==> config.mk <==
export PLATFORM = sky130hd
export DESIGN_NAME = spi_mstr16
export DESIGN_NICKNAME = d
export VERILOG_FILES = /design/src/rtl/spi_mstr16.sv
export SDC_FILE = /design/constraint.sdc
export NUM_CORES = 1
export LEC_CHECK = 0
export BUFFER_PORTS_ARGS = -buffer_cell sky130_fd_sc_hd__clkbuf_2
export CORE_MARGIN = 2
export CORE_UTILIZATION = 25
export CTS_CLUSTER_SIZE = 25
export DETAILED_ROUTE_END_ITERATION = 7
export PLACE_DENSITY = 0.4
export SETUP_SLACK_MARGIN = 0.15
export SKIP_LAST_GASP = 1
export SYNTH_ARGS = -nofsm -noshare
export SYNTH_HDL_FRONTEND = slang
export SYNTH_SLANG_ARGS = --single-unit
==> constraint.sdc <==
create_clock -name clk -period 2.15 [get_ports clk]
set_input_delay 0 -clock clk [delete_from_list [all_inputs] [get_ports clk]]
set_output_delay 0 -clock clk [all_outputs]
set_load 0.005 [all_outputs]
==> src/rtl/spi_mstr16.sv <==
// 16-bit SPI master, SCLK = clk/32, idle-high clock, MSB-first shift in/out.
// Optional `SPI_MSTR16_BUSY_EN adds the busy output.
module spi_mstr16 (
    input  logic        clk,
    input  logic        rst_n,
    input  logic        wrt,
    input  logic [15:0] cmd,
    input  logic        MISO,
    output logic        MOSI,
    output logic        SCLK,
    output logic        SS_n,
    output logic        done,
`ifdef SPI_MSTR16_BUSY_EN
    output logic        busy,
`endif
    output logic [15:0] rd_data
);

    typedef enum logic [1:0] {IDLE, XFER, BACKPORCH} state_t;

    state_t      state_q;
    logic [15:0] shft_q;
    logic [4:0]  div_q;
    logic [4:0]  div_d;
    logic [3:0]  bitcnt_q;
    logic        miso_q;
    logic        smpl_q;
    logic        sclk_q;
    logic        ss_n_q;
    logic        done_q;

    always_comb begin
        div_d = div_q + 5'd1;
    end

    always_ff @(posedge clk) begin
        if (!rst_n) begin
            state_q  <= IDLE;
            shft_q   <= '0;
            div_q    <= '0;
            bitcnt_q <= '0;
            miso_q   <= 1'b0;
            smpl_q   <= 1'b0;
            sclk_q   <= 1'b1;
            ss_n_q   <= 1'b1;
            done_q   <= 1'b0;
        end else begin
            case (state_q)
                IDLE: begin
                    if (wrt) begin
                        shft_q   <= cmd;
                        div_q    <= 5'b10111;
                        bitcnt_q <= '0;
                        smpl_q   <= 1'b0;
                        done_q   <= 1'b0;
                        ss_n_q   <= 1'b0;
                        state_q  <= XFER;
                    end
                end
                XFER: begin
                    div_q  <= div_d;
                    sclk_q <= div_d[4];
                    if (div_q == 5'b01111) begin
                        miso_q <= MISO;
                        smpl_q <= 1'b1;
                        if (bitcnt_q == 4'd15) begin
                            state_q <= BACKPORCH;
                        end
                    end
                    // smpl_q gates off the opening fall, which precedes any sample
                    if (div_q == 5'b11111 && smpl_q) begin
                        shft_q   <= {shft_q[14:0], miso_q};
                        bitcnt_q <= bitcnt_q + 4'd1;
                    end
                end
                BACKPORCH: begin
                    div_q <= div_d;
                    if (div_q == 5'b11111) begin
                        shft_q   <= {shft_q[14:0], miso_q};
                        bitcnt_q <= bitcnt_q + 4'd1;
                        sclk_q   <= 1'b1;
                        ss_n_q   <= 1'b1;
                        done_q   <= 1'b1;
                        state_q  <= IDLE;
                    end else begin
                        sclk_q <= div_d[4];
                    end
                end
                default: begin
                    state_q <= IDLE;
                end
            endcase
        end
    end

`ifdef SPI_MSTR16_BUSY_EN
    logic busy_q;

    always_ff @(posedge clk) begin
        if (!rst_n) begin
            busy_q <= 1'b0;
        end else begin
            busy_q <= (state_q != IDLE) && !(state_q == BACKPORCH && div_q == 5'b11111);
        end
    end

    assign busy = busy_q;
`endif

    assign MOSI    = shft_q[15];
    assign SCLK    = sclk_q;
    assign SS_n    = ss_n_q;
    assign done    = done_q;
    assign rd_data = shft_q;

endmodule

==> flow_summary_export.csv <==
group,metric,value,unit
sta,drv_slew,0,
synthesis,yosys_warnings,0,
floorplan,rows,29,
pwr,leakagePower,0.8774,nW
pwr,internal-power,1.244,mW
floorplan,die_w,85.19,µm
detailed_routing,vias_per_cell,4.827,
clock_network,htree_levels,2,
sta,maxSlewHeadroom,68.09,%
pwr,ir_drop,0.2591,mV
setup_path,crit_path_start_kind,"flip-flop",
flow_run,maxCapViolations,0,
clock_network,clk_transition_reported_paths,80,ps
min_path,hold_path_class,"input port to flip-flop",
floorplan,initial_core_util,25.95,%
floorplan,fp.dieH,85.19,µm
sta,worst_pin_slew,477.6,ps
setup_path,worstPathMaxFanout,5,
sta,setup_viol,0,
final_layout,diodes,0,
final_layout,drive_above_1_share,30.04,%
setup_path,crit_arrival,2120,ps
setup_path,crit_type,"flip-flop to flip-flop",
detailed_routing,drtIter0Drc,97,
global_route,grt_pass1_vias,1382,
final_layout,final_common_cell,"clkbuf_2",
global_route,grt-ovfl-total,0,
floorplan,fp.coreArea,0.006350,mm²
placement,dpl-instance-area,0.001951,mm²
final_layout,final_cells,300,
setup_path,cp-end-kind,"flip-flop",
synthesis,synth-seq-cells,32,
global_route,track_usage,11.81,%
clock_network,cts_num_sinks,32,
sta,period_minus_slack,1896,ps
final_layout,nets,252,
global_route,grt_pass1_wl,6.831,mm
sta,fmax,0.5274,GHz
pwr,pwr-share-clk,33.4,%
detailed_routing,detail-route-antenna-nets,0,
sta,hold_viol,0,
detailed_routing,firstDrtPassIters,4,
synthesis,yosysSeqAreaShare,38.88,%
floorplan,ios,40,
clock_network,clkLatencyLatePin,290,ps
sta,clock_skew,7.681,ps
sta,fin_crit_sh,88.20,%
pwr,seqPwrFrac,40.0,%
pwr,p_switching,0.5744,mW
synthesis,avgSynthCellArea,9.363,µm²
detailed_routing,routedWlPerCell,13.66,µm
placement,gp_congestion,0.6920,
setup_path,critPathRequiredTime,2370,ps
clock_network,clockBufferDepth,2,
clock_network,cts_buffers,5,
placement,io_buffers,39,
final_layout,final_cell_mix,"clkbuf_2 (39), dfxtp_1 (32), a21oi_1 (26)",
detailed_routing,drc,0,
clock_network,tritoncts,"yes",
global_route,grt_max_degree,29,
placement,dpl.cell_count,290,
synthesis,netlist_instances,176,
detailed_routing,drt-total-wl,4.097,mm
final_layout,design_area,0.002110,mm²
synthesis,syn_area,0.001648,mm²
clock_network,root_buffer,"clkbuf_8",
pwr,p_per_area,862.0,mW/mm²
detailed_routing,via_count,1448,
placement,hpwlAfterDp,2.805,mm
final_layout,area_growth,28.02,%
outcome,outcome,"finished clean",
pwr,swShare,31.59,%
pwr,p_comb_share,26.5,%
floorplan,die_area,0.007256,mm²
global_route,antenna_found_initial,0,
synthesis,synthDistinctLibCells,37,
sta,rsz0062_at_grt,"no",
synthesis,syn-num-nets,206,
-- sequential cells by signal, indices dropped and copies added, names as in the netlist --
name      flops
SCLK          1
SS_n          1
bitcnt_q      4
div_q         5
done          1
miso_q        1
rd_data      16
smpl_q        1
state_q       2
-- power groups by stage --
stage | combinational (mW) | clock [mW] | sequential, mW
after global routing | 0.535 | 0.656 | 0.740
after CTS | 0.491 | 0.633 | 0.727
final | 0.483 | 0.608 | 0.728
after global placement | 0.483 | 0 | 0.743
after floorplan | 0.316 | 0 | 0.736
after detailed placement | 0.483 | 0 | 0.741
-- cells by family after synthesis --
group / synth area share, %
buffers and inverters: 6.757
DFF: 38.88
AOI/OAI and AO/OA: 24.22
muxes: 11.01
and+or+nand+nor: 11.54
adders and majority gates: 7.593
-- layer usage --
metal  part of all wire, %  up-vias  track usage, %
li1                      -      748               -
met1                    52      661           16.19
met2                    43       34           17.83
met3                   4.5        5           3.405
met4                  0.98        0           3.896
met5                     0        -               0
-- metrics by stage --
stage / utilization [%] / TNS (ps) / power, mW / worst slack [ps] / hold slack, ps
global placement: 30.72 / 0 / 1.226 / 12.18 / 269.2
floorplan: - / 0 / 1.052 / 243.5 / 157.5
global route: 33.22 / 0 / 1.930 / 161.5 / 43.47
detailed placement: 30.72 / -1290 / 1.224 / -98.68 / 264.3
CTS: 32.97 / 0 / 1.852 / 178.1 / 10.58
finish: 33.22 / 0 / 1.818 / 253.8 / 20.30
-- worst paths after layout --
kind / startpoint / end / slack [ps] / cells past startpoint
worst max-delay path: div_q[1] / bitcnt_q[2] / 250 / 7
worst max register to register: div_q[1] / bitcnt_q[2] / 250 / 7
worst min register to register: miso_q / miso_q / 470 / 2
worst min-delay path: cmd[15] / rd_data[15] / 20 / 3
-- synth_stat cells --
| cell type | n | area, µm² |
|---|---|---|
| dfxtp_1 | 32 | 640.6 |
| a21oi_1 | 26 | 130.1 |
| a211oi_1 | 17 | 127.6 |
| mux2i_1 | 17 | 170.2 |
| nand2_1 | 11 | 41.29 |
| ha_1 | 10 | 125.1 |
| o21ai_0 | 7 | 35.03 |
| buf_4 | 6 | 45.04 |
| inv_1 | 5 | 18.77 |
| nor2_1 | 5 | 18.77 |
| nand3_1 | 4 | 20.02 |
| a31oi_1 | 3 | 18.77 |
| buf_2 | 3 | 15.01 |
| nor3_1 | 3 | 15.01 |
| a311oi_1 | 2 | 17.52 |
| nand2b_1 | 2 | 12.51 |
| nand4_1 | 2 | 12.51 |
| nor2_2 | 2 | 12.51 |
| a41o_1 | 1 | 10.01 |
| and2b_1 | 1 | 7.510 |
| and3_1 | 1 | 6.260 |
| buf_6 | 1 | 11.26 |
| clkbuf_1 | 1 | 3.750 |
| clkbuf_8 | 1 | 13.76 |
| clkinv_1 | 1 | 3.750 |
| mux2_2 | 1 | 11.26 |
| nand3b_1 | 1 | 7.510 |
| nand4b_1 | 1 | 8.760 |
| nor2b_4 | 1 | 13.76 |
| nor4_1 | 1 | 6.260 |
| o211a_1 | 1 | 10.01 |
| o21a_1 | 1 | 7.510 |
| o21a_4 | 1 | 15.01 |
| o21ai_2 | 1 | 8.760 |
| o311a_2 | 1 | 11.26 |
| o31ai_1 | 1 | 7.510 |
| or4_1 | 1 | 7.510 |
-- critical path: stages (launching register included) --
cell and delay [ps]:
dfxtp_1 370, ha_1 170, and3_2 230, ha_4 170
nor2b_4 40, o21a_4 210, or4_1 470, a31oi_1 170
-- final cells by class --
class	count	area [µm²]
fill	670	4240
timing repair buffer	51	315.3
clock buffer	5	68.82
multi-input combinational	126	919.6
inverter	6	22.52
clock inverter	3	46.29
sequential	32	640.6
tap	77	96.34
-- timing repair --
action / 4_1_cts / 5_1_grt
hold buffers: 2 / 0
endpoints found under the hold margin: 2 / 0
endpoints found under the setup margin: 18 / 20
buffers inserted: 0 / 0
gates resized for setup: 2 / 3
No activity file was read; power rests on OpenSTA's default activity.
